File: src/rtl/sc_game_timer.sv
// sc_game_timer: time base for the race-game state machine.
// Divides the system clock into base ticks and produces two one-cycle,
// active-low events:
//   - timer expiry at the end of a loadable countdown (timer units of SEC_DIV base ticks)
//   - car-move tick, every (2^SPEED_W - speed) base ticks
// Optional build macro: SC_GAME_TIMER_PAUSE_EN adds SC_GAME_TIMER_pause_InLow,
// which freezes all counters and the countdown FSM while low.
// Reset and clear are both synchronous, active low, and override every other input.
// SC_GAME_TIMER_dbgState_Out exposes the countdown FSM state (0 IDLE, 1 RUN, 2 EXPIRE).
module sc_game_timer #(
  parameter int PRESCALE_DIV = 50000,
  parameter int SEC_DIV      = 1000,
  parameter int TIMER_W      = 4,
  parameter int SPEED_W      = 4
) (
  input  logic               SC_GAME_TIMER_CLOCK_50,
  input  logic               SC_GAME_TIMER_RESET_InLow,
  input  logic               SC_GAME_TIMER_clear_InLow,
  input  logic               SC_GAME_TIMER_timerStart_InLow,
`ifdef SC_GAME_TIMER_PAUSE_EN
  input  logic               SC_GAME_TIMER_pause_InLow,
`endif
  input  logic [TIMER_W-1:0] SC_GAME_TIMER_timerLoad_In,
  input  logic [SPEED_W-1:0] SC_GAME_TIMER_speedCounter_In,
  output logic               SC_GAME_TIMER_timer_OutLow,
  output logic               SC_GAME_TIMER_speedComparator_OutLow,
  output logic [TIMER_W-1:0] SC_GAME_TIMER_remaining_Out,
  output logic               SC_GAME_TIMER_busy_Out,
  output logic [1:0]         SC_GAME_TIMER_dbgState_Out
);

  localparam int PRESC_W = (PRESCALE_DIV > 1) ? $clog2(PRESCALE_DIV) : 1;
  localparam int UNIT_W  = (SEC_DIV > 1) ? $clog2(SEC_DIV) : 1;

  localparam logic [PRESC_W-1:0] PRESC_MAX = PRESC_W'(PRESCALE_DIV - 1);
  localparam logic [UNIT_W-1:0]  UNIT_MAX  = UNIT_W'(SEC_DIV - 1);

  typedef enum logic [1:0] {
    ST_IDLE   = 2'd0,
    ST_RUN    = 2'd1,
    ST_EXPIRE = 2'd2
  } state_t;

  // Registered state
  state_t               state_q,   state_d;
  logic [PRESC_W-1:0]   presc_q,   presc_d;
  logic [UNIT_W-1:0]    unit_q,    unit_d;
  logic [TIMER_W-1:0]   rem_q,     rem_d;
  logic [SPEED_W:0]     spd_cnt_q, spd_cnt_d;
  logic                 timer_n_q, timer_n_d;
  logic                 move_n_q,  move_n_d;
  logic                 busy_q,    busy_d;

  // Helpers
  logic                 run_en;
  logic                 base_tick;
  logic [SPEED_W:0]     spd_thresh;
  logic [SPEED_W:0]     spd_inc;
  logic                 speed_zero;

  // Counting enable: the pause input freezes everything except start/clear/reset.
`ifdef SC_GAME_TIMER_PAUSE_EN
  assign run_en = SC_GAME_TIMER_pause_InLow;
`else
  assign run_en = 1'b1;
`endif

  // Base tick on the last prescaler count; a paused prescaler holds at that
  // value, so a tick due on a pausing edge fires on the first running edge.
  assign base_tick  = run_en && (presc_q == PRESC_MAX);

  // Move threshold in base ticks; needs SPEED_W+1 bits because speed 0 would be 2^SPEED_W.
  assign spd_thresh = {1'b1, {SPEED_W{1'b0}}} - {1'b0, SC_GAME_TIMER_speedCounter_In};
  assign spd_inc    = spd_cnt_q + (SPEED_W+1)'(1);
  assign speed_zero = (SC_GAME_TIMER_speedCounter_In == '0);

  // Next-state logic for prescaler, countdown FSM, speed counter and pulses.
  always_comb begin
    state_d   = state_q;
    presc_d   = presc_q;
    unit_d    = unit_q;
    rem_d     = rem_q;
    spd_cnt_d = spd_cnt_q;
    timer_n_d = 1'b1;
    move_n_d  = 1'b1;

    // Prescaler free-runs 0..PRESCALE_DIV-1 while enabled.
    if (run_en) begin
      if (base_tick) begin
        presc_d = '0;
      end else begin
        presc_d = presc_q + PRESC_W'(1);
      end
    end

    // Move tick runs regardless of the countdown state. The >= compare lets a
    // lowered threshold fire on the very next base tick.
    if (speed_zero) begin
      spd_cnt_d = '0;
    end else if (base_tick) begin
      if (spd_inc >= spd_thresh) begin
        spd_cnt_d = '0;
        move_n_d  = 1'b0;
      end else begin
        spd_cnt_d = spd_inc;
      end
    end

    // Countdown FSM, frozen while paused.
    if (run_en) begin
      case (state_q)
        ST_IDLE: begin
          state_d = ST_IDLE;
        end
        ST_RUN: begin
          if (base_tick) begin
            if (unit_q == UNIT_MAX) begin
              unit_d = '0;
              if (rem_q != '0) begin
                rem_d = rem_q - TIMER_W'(1);
              end
              // The edge that takes remaining to zero is the expiry edge.
              if (rem_q <= TIMER_W'(1)) begin
                state_d   = ST_EXPIRE;
                timer_n_d = 1'b0;
              end
            end else begin
              unit_d = unit_q + UNIT_W'(1);
            end
          end
        end
        ST_EXPIRE: begin
          state_d = ST_IDLE;
        end
        default: begin
          state_d = ST_IDLE;
        end
      endcase
    end

    // Start overrides the FSM from any state: reload, realign the time base
    // and drop any base tick that would have landed on this edge.
    if (!SC_GAME_TIMER_timerStart_InLow) begin
      rem_d     = SC_GAME_TIMER_timerLoad_In;
      presc_d   = '0;
      unit_d    = '0;
      spd_cnt_d = speed_zero ? '0 : spd_cnt_q;
      move_n_d  = 1'b1;
      if (SC_GAME_TIMER_timerLoad_In == '0) begin
        state_d   = ST_EXPIRE;
        timer_n_d = 1'b0;
      end else begin
        state_d   = ST_RUN;
        timer_n_d = 1'b1;
      end
    end

    busy_d = (state_d == ST_RUN);
  end

  // State registers; reset and clear share the same synchronous effect.
  always_ff @(posedge SC_GAME_TIMER_CLOCK_50) begin
    if (!SC_GAME_TIMER_RESET_InLow || !SC_GAME_TIMER_clear_InLow) begin
      state_q   <= ST_IDLE;
      presc_q   <= '0;
      unit_q    <= '0;
      rem_q     <= '0;
      spd_cnt_q <= '0;
      timer_n_q <= 1'b1;
      move_n_q  <= 1'b1;
      busy_q    <= 1'b0;
    end else begin
      state_q   <= state_d;
      presc_q   <= presc_d;
      unit_q    <= unit_d;
      rem_q     <= rem_d;
      spd_cnt_q <= spd_cnt_d;
      timer_n_q <= timer_n_d;
      move_n_q  <= move_n_d;
      busy_q    <= busy_d;
    end
  end

  assign SC_GAME_TIMER_timer_OutLow           = timer_n_q;
  assign SC_GAME_TIMER_speedComparator_OutLow = move_n_q;
  assign SC_GAME_TIMER_remaining_Out          = rem_q;
  assign SC_GAME_TIMER_busy_Out               = busy_q;
  assign SC_GAME_TIMER_dbgState_Out           = state_q;

endmodule

File: config.mk
export PLATFORM = sky130hd
export DESIGN_NAME = sc_game_timer
export DESIGN_NICKNAME = d
export VERILOG_FILES = /design/src/rtl/sc_game_timer.sv
export SDC_FILE = /design/constraint.sdc
export NUM_CORES = 1
export LEC_CHECK = 0
export ABC_AREA = 1
export CORE_MARGIN = 2
export CORE_UTILIZATION = 60
export CTS_CLUSTER_SIZE = 28
export DETAILED_ROUTE_END_ITERATION = 12
export PLACE_DENSITY = 0.82
export SYNTH_ARGS = -nofsm -noshare
export SYNTH_HDL_FRONTEND = slang
export SYNTH_SLANG_ARGS = --single-unit
File: constraint.sdc
create_clock -name SC_GAME_TIMER_CLOCK_50 -period 4.2 [get_ports SC_GAME_TIMER_CLOCK_50]
set_input_delay 0.42 -clock SC_GAME_TIMER_CLOCK_50 [delete_from_list [all_inputs] [get_ports SC_GAME_TIMER_CLOCK_50]]
set_output_delay 0.42 -clock SC_GAME_TIMER_CLOCK_50 [all_outputs]
set_load 0.01 [all_outputs]
# Word-level counts from Yosys, hierarchy flattened
# Index checks and enable logic that the tools add are counted.
[op_classes]
addsub = 5
order_cmp = 2
eq_ne = 8
n_mux = 24
bitwise = 2
n_reduce_logical = 14
[ops]
columns = ["op", "n"]
rows = [
  ["2-to-1 mux 5 bit", 5],
  ["2-to-1 mux 4 bit", 5],
  ["adder 16 x 1 -> 16 bit, second input constant", 1],
  ["equality test 16 bit, second input constant", 1],
  ["2-to-1 mux 2 bit", 6],
  ["adder 10 x 1 -> 10 bit, second input constant", 1],
  ["equality test 10 bit, second input constant", 1],
  ["2-to-1 mux 10 bit", 1],
  ["logical NOT 4 bit", 2],
  ["!= test 2 x 1 -> 1 bit, second input constant", 4],
  ["2-to-1 mux 1 bit", 7],
  ["adder 5 x 1 -> 5 bit, second input constant", 1],
  ["greater-or-equal comparator 5 bit", 1],
  ["subtractor 5 x 4 -> 5 bit, first input constant", 1],
  ["equality test 2 x 1 -> 1 bit, second input constant", 2],
  ["<= comparator 4 x 1 -> 1 bit, second input constant", 1],
  ["AND reduction 2 bit", 2],
  ["AND reduction 4 bit", 1],
  ["nonzero test 2 bit", 2],
  ["nonzero test 4 bit", 1],
  ["OR reduction 4 bit", 1],
  ["subtractor 4 x 1 -> 4 bit, second input constant", 1],
  ["OR reduction 3 bit", 1],
  ["logical NOT 1 bit", 2],
  ["3 further kinds", 4],
]
[totals]
reg_bits = 40
inputBits = 12
word_cells = 63

# Longest topological paths before layout
# Gate-level depths: netlist of run 1.
[logic_depth]
ltp_word = 7
ltp_mapped = 13

# Worst setup path after synthesis of run 1
# OpenSTA, ideal clock, no wires.
[synth_path]
path_kind = "input to register"
start = "in SC_GAME_TIMER_speedCounter_In[0]"
end = "reg spd_cnt_q[0]"
setup_ps = 70
arrival_time_ps = 2049
t_required_ps = 4130
setup_slack_ps = 2081
cell_stages = 13
path_cell_list = "inv_1 > ha_1 > nand2_1 > nor2_1 > inv_1 > ha_1 > nand2_1 > inv_1 > nand2_1 > nand2_1 > nor2_1 > nand4_1 > a21oi_1"
[synth_via]
elab_chain_cells = 6
word_cells_on_any_way = 10
classes_between = "1 x add/sub; 1 x order compare; 4 x mux; 4 x reduce/logical"
[synth_rtl]
columns = ["item", "line_no", "rtl"]
rows = [
  ["from (decl)", "24", "input logic [SPEED_W-1:0] SC_GAME_TIMER_speedCounter_In,"],
  ["subtractor 5 x 4 -> 5 bit", "73", "assign spd_thresh = {1'b1, {SPEED_W{1'b0}}} - {1'b0, SC_GAME_TIMER_speedCounter_In};"],
  ["greater-or-equal comparator 5 bit", "101", "if (spd_inc >= spd_thresh) begin"],
  ["2-to-1 mux 5 bit", "101", ""],
  ["2-to-1 mux 5 bit", "100", "end else if (base_tick) begin"],
  ["2-to-1 mux 5 bit", "98", "if (speed_zero) begin"],
  ["2-to-1 mux 5 bit", "143", "if (!SC_GAME_TIMER_timerStart_InLow) begin"],
  ["to (signal assigned)", "177", "spd_cnt_q <= spd_cnt_d;"],
  ["to (decl)", "49", "logic [SPEED_W:0] spd_cnt_q, spd_cnt_d;"],
]
# Several ways; a longest one is shown, not always the timed one. The select of a mux whose other input is x is not followed.
# A chain may end at the register's enable or synchronous reset.

# Worst setup path in the final report of run 1
[layout_path]
start = "in SC_GAME_TIMER_speedCounter_In[0]"
end = "reg spd_cnt_q[4]"
# Same word-level chain as after synthesis.

==> results of run 1 <==
[flip-flops by register name, indices dropped and copies added, names as in the netlist]
signal,cells
SC_GAME_TIMER_busy_Out,1
SC_GAME_TIMER_dbgState_Out,2
SC_GAME_TIMER_remaining_Out,4
SC_GAME_TIMER_speedComparator_OutLow,1
SC_GAME_TIMER_timer_OutLow,1
presc_q,16
spd_cnt_q,5
unit_q,10
[synth_stat cells (all sizes together), types with 2 or more instances]
cell,number,share of area
nand2,94,0.16
nor2,53,0.099
inv,48,0.075
dfxtp,40,0.33
a21oi,28,0.058
nand3,23,0.052
nand4,17,0.047
ha,12,0.062
o21ai,9,0.020
xor2,6,0.022
buf,5,0.014
nor3,5,0.010
or2,3,0.0078
xnor2,3,0.011
clkbuf,2,0.0031
[power breakdown]
group / leakage, uW / switching [uW] / internal (uW) / total, uW
Clock: 0.0000510 / 131 / 131 / 262
Combinational: 0.000767 / 33.5 / 25.2 / 58.7
Sequential: 0.000323 / 2.28 / 382 / 384
[cell usage in the layout, fill, tap and decap left out, drive strengths merged]
cell / netlist / routed
nand4: 17 / 17
nor2: 53 / 53
o21bai: 1 / 1
nor4: 1 / 1
a21oi: 28 / 28
a211oi: 1 / 1
ha: 12 / 12
xnor2: 3 / 3
o41ai: 1 / 1
clkdlybuf4s50: 0 / 20
or2: 3 / 3
o21ai: 9 / 9
xor2: 6 / 6
nand3b: 1 / 1
o21a: 1 / 1
nand3: 23 / 23
nor3b: 1 / 1
dfxtp: 40 / 40
nor3: 5 / 5
clkinv: 1 / 3
nand2: 94 / 94
a41oi: 1 / 1
clkbuf: 2 / 6
inv: 48 / 48
[final timing paths]
kind | end | startpoint | cells past startpoint
setup / recovery | spd_cnt_q[4] | SC_GAME_TIMER_speedCounter_In[0] | 14
hold / removal | presc_q[0] | presc_q[0] | 1
setup reg to reg | spd_cnt_q[4] | spd_cnt_q[0] | 11
hold reg to reg | presc_q[0] | presc_q[0] | 1
[per-layer routing]
metal	wire length, um	part of all wire	GRT usage	vias to the layer above
li1	-	-	-	1192
met1	2390	0.49	0.3165	974
met2	2284	0.47	0.3713	36
met3	137	0.028	0.05000	2
met4	35	0.0072	0.07653	0
met5	0	0	0	-
[logic make-up (layout without fill, tap and decap cells)]
logic type               after synthesis  in the layout  synth area share
AND/OR/NAND/NOR                      198            198            0.3843
buffers and inverters                 56             77           0.09388
XOR/XNOR                               9              9           0.03268
flip-flops                            40             40            0.3320
AO/OA/AOI/OAI                         42             42           0.09492
adder cells (fa/ha/maj)               12             12           0.06224
[final cells by class]
| class | count | area, um2 |
|---|---|---|
| Multi-Input combinational cell | 261 | 1385 |
| Fill cell | 338 | 1216 |
| Sequential cell | 40 | 800.8 |
| Timing Repair Buffer | 20 | 200.2 |
| Inverter | 49 | 185.2 |
| Clock buffer | 6 | 82.58 |
| Tap cell | 50 | 62.56 |
| Clock inverter | 2 | 10.01 |
[through the flow]
step	worst slack [ns]	utilization	area [um2]	power (uW)	instances
floorplan	2.081	-	2412	428.2	357
global placement	1.437	0.6680	2634	451.0	420
detailed placement	1.339	0.6680	2634	451.9	420
CTS	1.639	0.6915	2726	713.8	428
global route	1.363	0.6915	2726	739.0	428
finish	1.628	0.6915	2726	705.1	428
==> flow_metrics.tcl, run 1 <==
set metrics [dict create \
    status "finished clean" \
    finalHoldViolations 0 \
    cts_max_path_buffers 2 \
    fin_nets 401 \
    setup_violations 0 \
    whs_ns 0.4494 \
    arrival_ns 2.79 \
    synth_top_flop_cell "dfxtp_1" \
    cts_tree "built" \
    reg2reg_slack_ns 2.06 \
    slew_headroom 0.5146 \
    io_buffer_count 20 \
    path_class "in -> reg" \
    rows 23 \
    wl_um 4848 \
    grt_pass1_wl_um 8142 \
    dp.final_hpwl_um 3609 \
    crit_top_cell "nand2_1" \
    cp.buffers_inverters 4 \
    grt_usage 0.2341 \
    clk_root_buffer_cell "clkbuf_8" \
    async_flop_share 0 \
    core-area_um2 3943 \
    fmax_mhz 388.8 \
    tightest_slew_ns 0.7186 \
    yosysSeqAreaShare 0.3320 \
    synth_area_per_cell_um2 6.757 \
    leakagePower_uw 0.001141 \
    dieArea_um2 4543 \
    ys_types 37 \
    routed_via_density 5.150 \
    grt-ovfl-total 0 \
    die_x_um 67.41 \
    clk_pin_slew_ns 0.07 \
    post_cts_buffers 0 \
    fp.dieH_um 67.41 \
    io_pins 21 \
    syn_inst 357 \
    grt_max_degree 15 \
    wl_per_cell_um 11.33 \
    start_kind "primary input" \
    cp_top_family "simple AND/OR/NAND/NOR gates" \
    slowest_delay_ns 0.42 \
    grt_pass1_vias 1885 \
    setup_tns_ns 0 \
    hold_class "reg -> reg" \
    power.density_nw_per_um2 258.6 \
    htree_levels 2 \
    worstPathCellList "clkdlybuf4s50_1 -> inv_1 -> ha_1 -> nand2_1 -> nor2_1 -> inv_1 -> ha_1 -> nand2_1 -> inv_1 -> nand2_1 -> nand2_1 -> nor2_1 -> nand4_1 -> a21oi_1" \
    clock_sinks 40 \
    fin_crit_sh 0.6124 \
    start_util 0.6119 \
    end_kind "flip-flop" \
    cp.required_ns 4.41 \
    cap_violations 0 \
    yosys_warnings 0 \
    drcViolationCount 0 \
    fin_skew_ns 0.007801 \
    diodes 0 \
    peakVddDrop_mv 0.1553 \
    cts_inserted_buffers 5 \
    drtPass1Iterations 4 \
    syn_to_final_growth_pct 13.02 \
    antenna_left 0 \
    clock_latency_ns 0.29 \
    drive_gt1_frac 0.08201 \
    finalCriticalPeriod_ns 2.572 \
    syn-num-nets 381 \
    vias 2204 \
    slew_violations 0 \
    rsz0062_at_grt "false" \
    cts_hold_buf 0 \
    syn_area_um2 2412 \
    synth_edf_count 0 \
    cp_slowest_cell "clkdlybuf4s50_1" \
    critical_path_peak_fanout 7 \
    drtIter0Drc 197 \
    ys_ff_latch 40 \
    antenna_found_initial 0 \
    postCtsResizedCells 0 \
    place_congestion 0.8878 \
]
Power figures use the tool's default switching activity.
==> run 2: changes to the inputs <==
--- a/config.mk
+++ b/config.mk
@@ -7,10 +7,10 @@
 export LEC_CHECK = 0
 export ABC_AREA = 1
 export CORE_MARGIN = 2
-export CORE_UTILIZATION = 60
+export CORE_UTILIZATION = 58
 export CTS_CLUSTER_SIZE = 28
 export DETAILED_ROUTE_END_ITERATION = 12
-export PLACE_DENSITY = 0.82
+export PLACE_DENSITY = 0.8
 export SYNTH_ARGS = -nofsm -noshare
 export SYNTH_HDL_FRONTEND = slang
 export SYNTH_SLANG_ARGS = --single-unit
==> constraint.sdc (replaced) <==
create_clock -name SC_GAME_TIMER_CLOCK_50 -period 2.5 [get_ports SC_GAME_TIMER_CLOCK_50]
set_input_delay 0.25 -clock SC_GAME_TIMER_CLOCK_50 [delete_from_list [all_inputs] [get_ports SC_GAME_TIMER_CLOCK_50]]
set_output_delay 0.25 -clock SC_GAME_TIMER_CLOCK_50 [all_outputs]
set_load 0.01 [all_outputs]
==> run 2 against run 1 <==
Net effect: critical path depth shrank 2; largest cell class unchanged; core utilization decreased by 1.0 points; via count increased by 1.1%; first-iteration DRC count decreased by 41%; combinational power is 72% higher; worst hold slack better by 0.0030 ns; setup slack got worse by 1.3 ns; non-clock buffer count increased by 2; total power increased by 64%; sequential share of layout area unchanged; die area is 3.2% higher.
==> flow_metrics.tcl, run 2 (same netlist as run 1, synthesis figures left out) <==
set metrics [dict create \
    antenna_left 0 \
    clock_sinks 40 \
    rsz0062_at_grt "false" \
    place_congestion 0.8877 \
    cts_tree "built" \
    cap_violations 0 \
    grt_max_degree 15 \
    whs_ns 0.4525 \
    start_kind "flip-flop" \
    syn_to_final_growth_pct 13.02 \
    critical_path_peak_fanout 6 \
    rows 23 \
    leakagePower_uw 0.001141 \
    cp_top_family "simple AND/OR/NAND/NOR gates" \
    postCtsResizedCells 0 \
    place_worst_setup_slack_ns 0.05842 \
    hold_class "reg -> reg" \
    slew_headroom 0.4788 \
    wl_per_cell_um 11.23 \
    end_kind "flip-flop" \
    antenna_found_initial 0 \
    routed_via_density 5.196 \
    grt-ovfl-total 0 \
    setup_tns_ns 0 \
    cp_slowest_cell "dfxtp_1" \
    cp.buffers_inverters 2 \
    htree_levels 2 \
    path_class "reg -> reg" \
    cp.required_ns 2.72 \
    clock_latency_ns 0.29 \
    die_x_um 68.49 \
    regMostFlops "presc_q" \
    drtPass1Iterations 4 \
    fill_cells 378 \
    fp.dieH_um 68.49 \
    largest_register_ffs 16 \
    fin_crit_sh 0.8753 \
    reg_top3 "presc_q x16, unit_q x10, spd_cnt_q x5" \
    drtIter0Drc 116 \
    cts_hold_buf 0 \
    drcViolationCount 0 \
    wl_um 4816 \
    io_buffer_count 20 \
    status "finished clean" \
    drive_gt1_frac 0.08179 \
    fmax_mhz 457.0 \
    worst_slack_ns 0.3118 \
    fin_skew_ns 0.01003 \
    cts_max_path_buffers 2 \
    io_pins 21 \
    crit_top_cell "nand2_1" \
    final_util 0.6816 \
    power.density_nw_per_um2 423.4 \
    post_cts_buffers 0 \
    finalHoldViolations 0 \
    slowest_delay_ns 0.46 \
    slew_violations 0 \
    final_common_cell "nand2_1" \
    grt_pass1_wl_um 8293 \
    peakVddDrop_mv 0.3797 \
    clk_root_buffer_cell "clkbuf_8" \
    diodes 0 \
    dieArea_um2 4691 \
    arrival_ns 2.41 \
    start_util 0.6031 \
    final_cell_mix "nand2_1, nor2_1, inv_1" \
    finalCriticalPeriod_ns 2.188 \
    grt_pass1_vias 1952 \
    clk_pin_slew_ns 0.07 \
    cts_inserted_buffers 5 \
    core-area_um2 4000 \
    fin_nets 403 \
    dp.final_hpwl_um 3635 \
    tightest_slew_ns 0.7717 \
    setup_violations 0 \
    worstPathCellList "ha_1 -> nand4_1 -> nand2_1 -> inv_1 -> ha_1 -> nand2_1 -> inv_1 -> nand2_1 -> nand2_1 -> nor2_1 -> nand4_1 -> a21oi_1" \
    grt_usage 0.2315 \
    vias 2229 \
]
[run 2: per-layer routing]
| layer | global-route usage | share of wire | up-vias |
|---|---|---|---|
| li1 | - | - | 1192 |
| met1 | 0.3065 | 0.49 | 999 |
| met2 | 0.3762 | 0.47 | 34 |
| met3 | 0.05032 | 0.033 | 4 |
| met4 | 0.07000 | 0.010 | 0 |
| met5 | 0 | 0 | - |
[run 2: worst paths after layout]
| check | startpoint | end | slack (ns) | cells past startpoint |
|---|---|---|---|---|
| max | spd_cnt_q[0] | spd_cnt_q[2] | 0.31 | 12 |
| min | presc_q[0] | presc_q[0] | 0.45 | 1 |
| max reg2reg | spd_cnt_q[0] | spd_cnt_q[2] | 0.31 | 12 |
| min reg2reg | presc_q[0] | presc_q[0] | 0.45 | 1 |
[run 2: worst reg2reg max path: stages, from the launching register on]
cell and delay (ns):
dfxtp_1 0.46, ha_1 0.25, nand4_1 0.10, nand2_1 0.10, inv_1 0.05, ha_1 0.28, nand2_1 0.07, inv_1 0.05
nand2_1 0.06, nand2_1 0.06, nor2_1 0.34, nand4_1 0.15, a21oi_1 0.15
[run 2: layout make-up]
cell class | count | area [um2] | area share
Sequential cell | 40 | 800.8 | 0.2937
Timing Repair Buffer | 22 | 215.2 | 0.07894
Multi-Input combinational cell | 261 | 1385 | 0.5080
Clock inverter | 1 | 5.005 | 0.001836
Clock buffer | 6 | 72.57 | 0.02662
Tap cell | 50 | 62.56 | 0.02295
Inverter | 49 | 185.2 | 0.06792
[run 2: power by group]
part | switching [uW] | leakage (uW) | internal [uW] | total [uW]
registers | 3.58 | 0.000323 | 642 | 645
clock network | 218 | 0.0000410 | 190 | 408
logic | 56.6 | 0.000777 | 44.2 | 101
total | 279 | 0.00114 | 876 | 1150
[run 2: metrics by stage]
step	power, uW	std cells	instance area, um2
floorplan	719.4	357	2412
global placement	758.7	422	2649
detailed placement	760.1	422	2649
CTS	1162	429	2726
global route	1201	429	2726
finish	1154	429	2726
==> run 3: changes to the inputs <==
--- a/config.mk
+++ b/config.mk
@@ -7,10 +7,11 @@
 export LEC_CHECK = 0
 export ABC_AREA = 1
 export CORE_MARGIN = 2
-export CORE_UTILIZATION = 58
+export CORE_UTILIZATION = 60
 export CTS_CLUSTER_SIZE = 28
 export DETAILED_ROUTE_END_ITERATION = 12
-export PLACE_DENSITY = 0.8
+export DONT_BUFFER_PORTS = 1
+export PLACE_DENSITY = 0.76
 export SYNTH_ARGS = -nofsm -noshare
 export SYNTH_HDL_FRONTEND = slang
 export SYNTH_SLANG_ARGS = --single-unit
==> run 3 against run 2 <==
Net effect: first-iteration DRC count shrank 16%; final area fell by 6.8%; flip-flop and latch count unchanged; largest power group unchanged; global-route usage shrank 1.8 points; clock-buffer cell count did not move; via count is 3.1% lower; critical endpoint is now spd_cnt_q[1]; largest cell class unchanged.
==> flow_metrics.tcl, run 3 (same netlist as run 1, synthesis figures left out) <==
set metrics [dict create \
    status "finished clean" \
    gr-usage-met3 0.05167 \
    path_class "reg -> reg" \
    start_util 0.6119 \
    setup_violations 0 \
    slowest_delay_ns 0.42 \
    routed_via_density 5.268 \
    drtIter0Drc 98 \
    grt_max_degree 15 \
    end_kind "flip-flop" \
    wl_per_cell_um 11.08 \
    pwr-share-clk 0.378 \
    crit_top_cell "nand2_1" \
    drtPass1Iterations 4 \
    final_common_cell "nand2_1" \
    io_pins 21 \
    io_buffer_count 0 \
    fin_nets 383 \
    dp.final_hpwl_um 3488 \
    cp.required_ns 2.72 \
    min_path_cells 3 \
    clock_sinks 40 \
    antenna_found_initial 0 \
    wl_um 4542 \
    fin_crit_sh 0.8402 \
    power.density_nw_per_um2 452.2 \
    cp.depth 11 \
    grt_use_met2 0.3403 \
    regMostFlops "presc_q" \
    core-area_um2 3943 \
    final_cell_mix "nand2_1, nor2_1, inv_1" \
    cts_inserted_buffers 5 \
    cts_hold_buf 0 \
    fin_total_pwr_uw 1149 \
    place_congestion 0.8177 \
    fmax_mhz 476.1 \
    grt-ovfl-total 0 \
    clk_pin_slew_ns 0.08 \
    largest_register_ffs 16 \
    clk_root_buffer_cell "clkbuf_8" \
    grt_usage 0.2136 \
    start_kind "flip-flop" \
    swShare 0.2311 \
    grt_use_met1 0.2869 \
    postCtsResizedCells 0 \
    hold_class "in -> reg" \
    finalCriticalPeriod_ns 2.101 \
    dieArea_um2 4543 \
    cts_max_path_buffers 2 \
    peakVddDrop_mv 0.3407 \
    diodes 0 \
    finalHoldViolations 0 \
    fp.dieH_um 67.41 \
    drcViolationCount 0 \
    grt_pass1_vias 1766 \
    seqPwrFrac 0.564 \
    post_cts_buffers 0 \
    whs_ns 0.1137 \
    rsz0062_at_grt "false" \
    slew_violations 0 \
    htree_levels 2 \
    p_comb_frac 0.058 \
    cp.buffers_inverters 1 \
    cp_slowest_cell "dfxtp_1" \
    cts_tree "built" \
    grt.busiest_layer "met2" \
    cp_top_family "simple AND/OR/NAND/NOR gates" \
    reg_top3 "presc_q x16, unit_q x10, spd_cnt_q x5" \
    syn_to_final_growth_pct 5.342 \
    p_switching_uw 265.6 \
    rows 23 \
    drive_gt1_frac 0.09167 \
    tightest_slew_ns 0.6746 \
    cap_violations 0 \
    power.internal_uw 883.5 \
    slew_headroom 0.5444 \
    vias 2160 \
    leakagePower_uw 0.001074 \
    setup_tns_ns 0 \
    die_x_um 67.41 \
    fin_skew_ns 0.004602 \
    worstPathCellList "ha_1 -> xnor2_1 -> inv_1 -> ha_1 -> nand2_1 -> nand2_1 -> nand2_1 -> nand2_1 -> nor2_1 -> nand4_1 -> a21oi_1" \
    worstRegToRegCells 11 \
    grt_pass1_wl_um 7500 \
    clock_latency_ns 0.29 \
    critical_path_peak_fanout 6 \
    antenna_left 0 \
    arrival_ns 2.32 \
]
run 3: area by class of cell:
cell class | instances | area [um2]
multi-input cells | 261 | 1385
fillers | 374 | 1401
inverters | 49 | 185.2
flip-flops and latches | 40 | 800.8
repair buffers | 2 | 15.01
well taps | 50 | 62.56
clock inverters | 2 | 10.01
clock buffers | 6 | 82.58
run 3: worst register-to-register path: cells and delay by family, from the launching register on:
kind / cells / cell delay [ns]
buffers and inverters: 1 / 0.07
and+or+nand+nor: 6 / 0.71
AOI/OAI and AO/OA: 1 / 0.15
adders and majority gates: 2 / 0.54
xor gates and xnor gates: 1 / 0.16
DFF: 1 / 0.42
run 3: worst paths after layout:
path	start	endpoint	slack (ns)
worst max-delay path	spd_cnt_q[0]	spd_cnt_q[1]	0.40
worst min-delay path	SC_GAME_TIMER_timerStart_InLow	SC_GAME_TIMER_dbgState_Out[1]	0.11
worst max register to register	spd_cnt_q[0]	spd_cnt_q[1]	0.40
worst min register to register	presc_q[0]	presc_q[0]	0.45
run 3: layer usage:
metal	part of all wire	vias up
met1	0.48	960
met3	0.046	6
met4	0.011	0
met5	0	-
li1	-	1153
met2	0.46	41
run 3: metrics by stage:
stage	area [um2]	util	cells	worst slack (ns)
floorplan	2412	-	357	0.5510
global placement	2449	0.6211	402	0.4908
detailed placement	2449	0.6211	402	0.4331
CTS	2541	0.6446	410	0.4243
global route	2541	0.6446	410	0.1330
finish	2541	0.6446	410	0.3995
run 3: power by group through the flow:
stage	clock network [uW]	logic, uW	registers [uW]
global route	478	77.1	649
CTS	451	66.6	648
global placement	0	66.2	663
finish	434	66.6	648
floorplan	0	57.8	662
detailed placement	0	66.3	663
